## src/rtl/mem_req_adapter.sv

```systemverilog
// Valid/ready front-end for one port of a fixed-latency memory. Read data is
// captured into a credit-protected response FIFO so the consumer may stall freely.
module mem_req_adapter #(
  parameter int WIDTH      = 16,
  parameter int LENGTH     = 32,
  parameter int DELAY      = 1,
  parameter int RESP_DEPTH = 2,
  localparam int AW        = $clog2(LENGTH)
) (
  input  logic             clk_i,
  input  logic             rst_ni,
  input  logic             reqValid_i,
  output logic             reqReady_o,
  input  logic             reqWr_i,
  input  logic [AW-1:0]    reqAddr_i,
  input  logic [WIDTH-1:0] reqData_i,
  output logic             rspValid_o,
  input  logic             rspReady_i,
  output logic [WIDTH-1:0] rspData_o,
  output logic             memEn_o,
  output logic             memWr_o,
  output logic [AW-1:0]    memAddr_o,
  output logic [WIDTH-1:0] memDataIn_o,
  input  logic [WIDTH-1:0] memDataOut_i
);

  localparam int CW  = $clog2(RESP_DEPTH + 1);
  localparam int PW  = (RESP_DEPTH > 1) ? $clog2(RESP_DEPTH) : 1;
  localparam int PNW = $clog2(DELAY + RESP_DEPTH + 1);

  logic [DELAY-1:0] inFlight_q, inFlight_d;
  logic [WIDTH-1:0] fifo_q [RESP_DEPTH];
  logic [PW-1:0]    wrPtr_q, wrPtr_d;
  logic [PW-1:0]    rdPtr_q, rdPtr_d;
  logic [CW-1:0]    count_q, count_d;
  logic [PNW-1:0]   pending;
  logic             reqAccept, rdAccept, push, pop;

  function automatic logic [PW-1:0] ptrInc(input logic [PW-1:0] p);
    return (p == PW'(RESP_DEPTH - 1)) ? '0 : p + 1'b1;
  endfunction

  // Every read in flight or buffered holds a FIFO slot; only registered state
  // feeds the credit check, so neither handshake input reaches reqReady_o.
  always_comb begin
    pending = PNW'(count_q);
    for (int i = 0; i < DELAY; i++) begin
      pending = pending + PNW'(inFlight_q[i]);
    end
  end

  assign reqReady_o  = rst_ni && (pending < PNW'(RESP_DEPTH));
  assign reqAccept   = reqValid_i && reqReady_o;
  assign rdAccept    = reqAccept && !reqWr_i;

  assign memEn_o     = reqAccept;
  assign memWr_o     = reqAccept && reqWr_i;
  assign memAddr_o   = reqAddr_i;
  assign memDataIn_o = reqData_i;

  assign push        = inFlight_q[DELAY-1];
  assign rspValid_o  = rst_ni && (count_q != '0);
  assign pop         = rspValid_o && rspReady_i;
  assign rspData_o   = fifo_q[rdPtr_q];

  always_comb begin
    inFlight_d    = '0;
    inFlight_d[0] = rdAccept;
    for (int i = 1; i < DELAY; i++) begin
      inFlight_d[i] = inFlight_q[i-1];
    end
    wrPtr_d = push ? ptrInc(wrPtr_q) : wrPtr_q;
    rdPtr_d = pop  ? ptrInc(rdPtr_q) : rdPtr_q;
    count_d = count_q;
    case ({push, pop})
      2'b10:   count_d = count_q + 1'b1;
      2'b01:   count_d = count_q - 1'b1;
      default: count_d = count_q;
    endcase
  end

  always_ff @(posedge clk_i) begin
    if (!rst_ni) begin
      inFlight_q <= '0;
      wrPtr_q    <= '0;
      rdPtr_q    <= '0;
      count_q    <= '0;
    end else begin
      inFlight_q <= inFlight_d;
      wrPtr_q    <= wrPtr_d;
      rdPtr_q    <= rdPtr_d;
      count_q    <= count_d;
    end
  end

  // Storage is not reset; the count alone decides which entries are live.
  always_ff @(posedge clk_i) begin
    if (rst_ni && push) begin
      fifo_q[wrPtr_q] <= memDataOut_i;
    end
  end

  noOverflow: assert property (@(posedge clk_i) disable iff (!rst_ni)
    push |-> (count_q != CW'(RESP_DEPTH)));

endmodule
```

## config.mk

```make
export PLATFORM = sky130hd
export DESIGN_NAME = mem_req_adapter
export DESIGN_NICKNAME = d
export VERILOG_FILES = /design/src/rtl/mem_req_adapter.sv
export SDC_FILE = /design/constraint.sdc
export NUM_CORES = 1
export LEC_CHECK = 0
export BUFFER_PORTS_ARGS = -buffer_cell sky130_fd_sc_hd__clkbuf_2
export CORE_MARGIN = 8
export CORE_UTILIZATION = 44
export DETAILED_ROUTE_END_ITERATION = 8
export PLACE_DENSITY = 0.78
export SYNTH_ARGS = -nofsm -noshare
export SYNTH_HDL_FRONTEND = slang
export SYNTH_SLANG_ARGS = --single-unit
```

## constraint.sdc

```tcl
create_clock -name clk_i -period 2.5 [get_ports clk_i]
set_clock_uncertainty 0.2 [all_clocks]
set_input_delay 0.5 -clock clk_i [delete_from_list [all_inputs] [get_ports clk_i]]
set_output_delay 0.5 -clock clk_i [all_outputs]
set_load 0.02 [all_outputs]
```

# --- Word-level counts from Yosys, hierarchy flattened ---
# Memory sizes are Yosys's and may differ from the RTL's. A register that Yosys moved wholly into a read port is not among the register bits.
# Cells that the tools add are included.
# W data, S select, Z words.
op_classes:
  n_addsub: 5
  order_cmp: 1
  n_eq_ne: 2
  n_mux: 7
  n_reduce_logical: 10
op_table:
  columns: ["operator", "n"]
  rows:
  - ["$logic_and A1 B1 Y1", 7]
  - ["$mux W1", 6]
  - ["$pmux W2 S2", 1]
  - ["$reduce_bool A2 Y1", 2]
  - ["$add A1 B1 Y1 const B", 2]
  - ["$add A2 B1 Y2", 1]
  - ["$add A2 B1 Y2 const B", 1]
  - ["$eq A2 B1 Y1 const B", 1]
  - ["$eq A2 B2 Y1 const B", 1]
  - ["$lt A2 B2 Y1 const B", 1]
  - ["$sub A2 B1 Y2 const B", 1]
  - ["$logic_not A1 Y1", 1]
totals:
  reg_bits: 5
  ramBits: 32
  output_inout_bits: 41
  wordCells: 30
  mem_count: 1
memory_table:
  columns: ["name", "words", "width", "read_ports", "rd_clocked_by_memory_dff", "wr", "line_no", "source"]
  rows:
  - ["fifo_q", 2, 16, 1, 1, 1, "32", "logic [WIDTH-1:0] fifo_q [RESP_DEPTH];"]

# --- Depth between registers and ports, before layout ---
depth:
  ltp_word: 5
  depth_mapped: 6

# --- Least setup slack after synthesis ---
# OpenSTA, ideal clock, no wires.
synth_timing:
  path_kind: "flip-flop to output port"
  from: "reg count_q[1]"
  to: "out memWr_o"
  arrival_ns: 1.432
  slack_ns: 0.368
  stages_incl_launch_ff: 4
  path_buffers: 0
  cell_sequence: "dfxtp_1 -> and3b_2 -> nor3_1 -> and2_1"
synth_via:
  elab_chain_len: 5
synth_rtl:
  columns: ["element", "line_no", "source"]
  rows:
  - ["from (decl)", "35", "logic [CW-1:0] count_q, count_d;"]
  - ["from (signal assigned)", "92", "count_q <= count_d;"]
  - ["$add A2 B1 Y2", "48", "pending = pending + PNW'(inFlight_q[i]);"]
  - ["$lt A2 B2 Y1", "52", "assign reqReady_o = rst_ni && (pending < PNW'(RESP_DEPTH));"]
  - ["$logic_and A1 B1 Y1", "52", null]
  - ["$logic_and A1 B1 Y1", "53", "assign reqAccept = reqValid_i && reqReady_o;"]
  - ["net memEn_o", "20", "output logic memEn_o,"]
  - ["$logic_and A1 B1 Y1", "57", "assign memWr_o = reqAccept && reqWr_i;"]
  - ["to (decl)", "21", "output logic memWr_o,"]
# The timed path passes the listed nets, and every way through them passes these cells.

# --- Final worst setup path ---
layout_timing:
  from: "reg count_q[0]"
  to: "out memWr_o"
layout_via:
  elab_chain_len: 5
layout_rtl:
  columns: ["element", "line_no"]
  rows:
  - ["$add A2 B1 Y2", "48"]
  - ["$lt A2 B2 Y1", "52"]
  - ["$logic_and A1 B1 Y1", "52"]
  - ["$logic_and A1 B1 Y1", "53"]
  - ["$logic_and A1 B1 Y1", "57"]
# Every way passes these cells.

==> impl_metrics.env <==
export IMPL_ys_seq_area_frac=0.674
export IMPL_first_pass_iters=4
export IMPL_tns_ns=0
export IMPL_worstPathMaxFanout=6
export IMPL_drv_slew=0
export IMPL_ys_warn_count=0
export IMPL_clk_latency_ns=0.32
export IMPL_async_flop_share=0
export IMPL_cp_arrival_ns=1.50
export IMPL_syn_nets=146
export IMPL_synth_cell_area_sq_mm=0.00160
export IMPL_ctsResizeCount=0
export IMPL_grt_overflow_total=0
export IMPL_postLayoutCellArea_sq_mm=0.00177
export IMPL_nets=173
export IMPL_final_hold_violation_count=0
export IMPL_synth_top_area_cell="edfxtp_1"
export IMPL_clk_path_buf_depth=2
export IMPL_rrSetupSlack_ns=0.70
export IMPL_slowest_delay_ns=0.44
export IMPL_startpoint_type="flop"
export IMPL_port_buffers=40
export IMPL_timing_max_cap_violations=0
export IMPL_fmax_mhz=454
export IMPL_finalCritPeriodShare=0.881
export IMPL_antenna_found_initial=0
export IMPL_reg2reg_depth=5
export IMPL_final_util=0.494
export IMPL_dp_hpwl_um=1990
export IMPL_grt_pass1_vias=924
export IMPL_cts_tree="done"
export IMPL_drtIter0Drc=9
export IMPL_worst_path_max_delay_cell="dfxtp_1"
export IMPL_ys_ff_latch=38
export IMPL_synth_edf_count=32
export IMPL_total_power_mw=1.12
export IMPL_final_layout_size_suffix_gt1_frac=0.504
export IMPL_cts_sinks=38
export IMPL_setup_viol=0
export IMPL_die_h_um=76.4
export IMPL_clk_transition_reported_paths_ns=0.10
export IMPL_core_area_sq_mm=0.00358
export IMPL_whs_ns=0.137
export IMPL_rsz0062_at_grt="no"
export IMPL_dieArea_sq_mm=0.00583
export IMPL_peakVddDrop_uv=396
export IMPL_grtUsageTotal=0.0922
export IMPL_yosys_top_cells_count="edfxtp_1, buf_4, mux2_2"
export IMPL_ys_top_cells_by_area="edfxtp_1, mux2_2, buf_4"
export IMPL_worst_slew_pin_slew_ns=0.313
export IMPL_wire_per_inst_um=15.0
export IMPL_worstReg2RegStart="count_q[0]"
export IMPL_crit_family="flip-flops"
export IMPL_synthFlopType="edfxtp_1"
export IMPL_endpoint_kind="output pin"
export IMPL_met3_usage=0.0448
export IMPL_cp_cell_sequence="a21boi_0, nor3_1, and2_1, clkbuf_2"
export IMPL_grt_max_degree=17
export IMPL_path_buf_inv=1
export IMPL_routabilityCongestion=0.620
export IMPL_yosys_cell_count_top_type="edfxtp_1"
export IMPL_hold_path_class="in -> reg"
export IMPL_stdcell_count=179
export IMPL_timing_worst_setup_path_type="reg -> out"
export IMPL_start_util=0.448
export IMPL_holdPathStages=2
export IMPL_finalCriticalPeriod_ns=2.20
export IMPL_synth_top_area_frac=0.600
export IMPL_p_leak_nw=0.681
export IMPL_numCtsBuffers=5
export IMPL_dp_cells=171
export IMPL_ant_nets=0
export IMPL_grt_first_pass_wirelength_um=4240
export IMPL_layout_setup_ws_ns=0.297
export IMPL_placedInstanceArea_sq_mm=0.00172
export IMPL_power_density_mw_per_mm2=635
export IMPL_postCtsSetupRepairBufs=0
export IMPL_avgSynthCellArea_sq_um=15.6
export IMPL_vias=839
export IMPL_syn_inst=103
export IMPL_status="completed"
export IMPL_slew_headroom=0.789
export IMPL_drc_errors=0
export IMPL_viasPerCell=4.69
export IMPL_ctsRootBufferMaster="clkbuf_4"
export IMPL_h_tree_depth=2
export IMPL_met2_usage=0.157
export IMPL_fp_row_count=22
export IMPL_min_from="reqWr_i"
export IMPL_met1_usage=0.0821
export IMPL_dpl_worst_slack_ns=0.466
export IMPL_diodes=0
export IMPL_cp_required_ns=1.80
export IMPL_die_width_um=76.4
export IMPL_area_delta_synth_final_pct=10.3
export IMPL_ctsHoldBuffers=0
export IMPL_min_delay_worst_endpoint="inFlight_q"
export IMPL_synth_distinct_cells=22
export IMPL_r2r_end="count_q[1]"
export IMPL_busiest_layer="met2"
export IMPL_wirelength_um=2690
export IMPL_num_io_pins=83
## sequential cells by signal, indices dropped and copies added (netlist names), named ones only
signal / flops
wrPtr_q: 1
count_q: 2
inFlight_q: 1
fifo_q: 32
rdPtr_q: 1
## layout make-up
| class | instances | area [sq um] |
|---|---|---|
| inverters | 1 | 3.75 |
| clock inverters | 2 | 8.76 |
| repair buffers | 43 | 223 |
| multi-input cells | 41 | 350 |
| well taps | 48 | 60.1 |
| flip-flops and latches | 38 | 1080 |
| fillers | 323 | 1810 |
| clock buffers | 6 | 41.3 |
## where the power goes
part | leakage, nW | internal [mW] | switching [mW]
Clock | 0.0297 | 0.106 | 0.179
Combinational | 0.313 | 0.0601 | 0.0709
Sequential | 0.338 | 0.700 | 0.00802
## placed cells by master (no fill, tap or decap), drive strengths merged, types with 2 or more instances in the layout
cell and instances:
clkbuf 46, edfxtp 32, mux2 16, and2 6, dfxtp 6, xnor2 3, buf 3, nand2 2
o21ai 2, a21boi 2, clkinv 2
## how the worst max path moves through the flow
stage / startpoint / to / cells after the start
finish: count_q[0] / memWr_o / 4
global route: count_q[0] / memWr_o / 4
CTS: count_q[0] / memWr_o / 4
detailed placement: rst_ni / count_q[1] / 6
global placement: rst_ni / count_q[1] / 6
floorplan: count_q[1] / memWr_o / 3
## kinds of logic (layout without fill, tap and decap cells)
group                      after synthesis  in the layout  synth area share
adders and majority gates                1              1           0.00781
AOI/OAI and AO/OA                        5              5            0.0203
buffers and inverters                   24             52             0.107
and+or+nand+nor                         15             15            0.0562
muxes                                   16             16             0.112
xor gates and xnor gates                 4              4            0.0219
DFF                                     38             38             0.674
## metal layers
| metal | vias to the layer above | share of wire |
|---|---|---|
| li1 | 402 | - |
| met1 | 377 | 0.38 |
| met2 | 39 | 0.49 |
| met3 | 21 | 0.088 |
| met4 | 0 | 0.042 |
| met5 | - | 0 |
(Power assumes the default switching activity.)
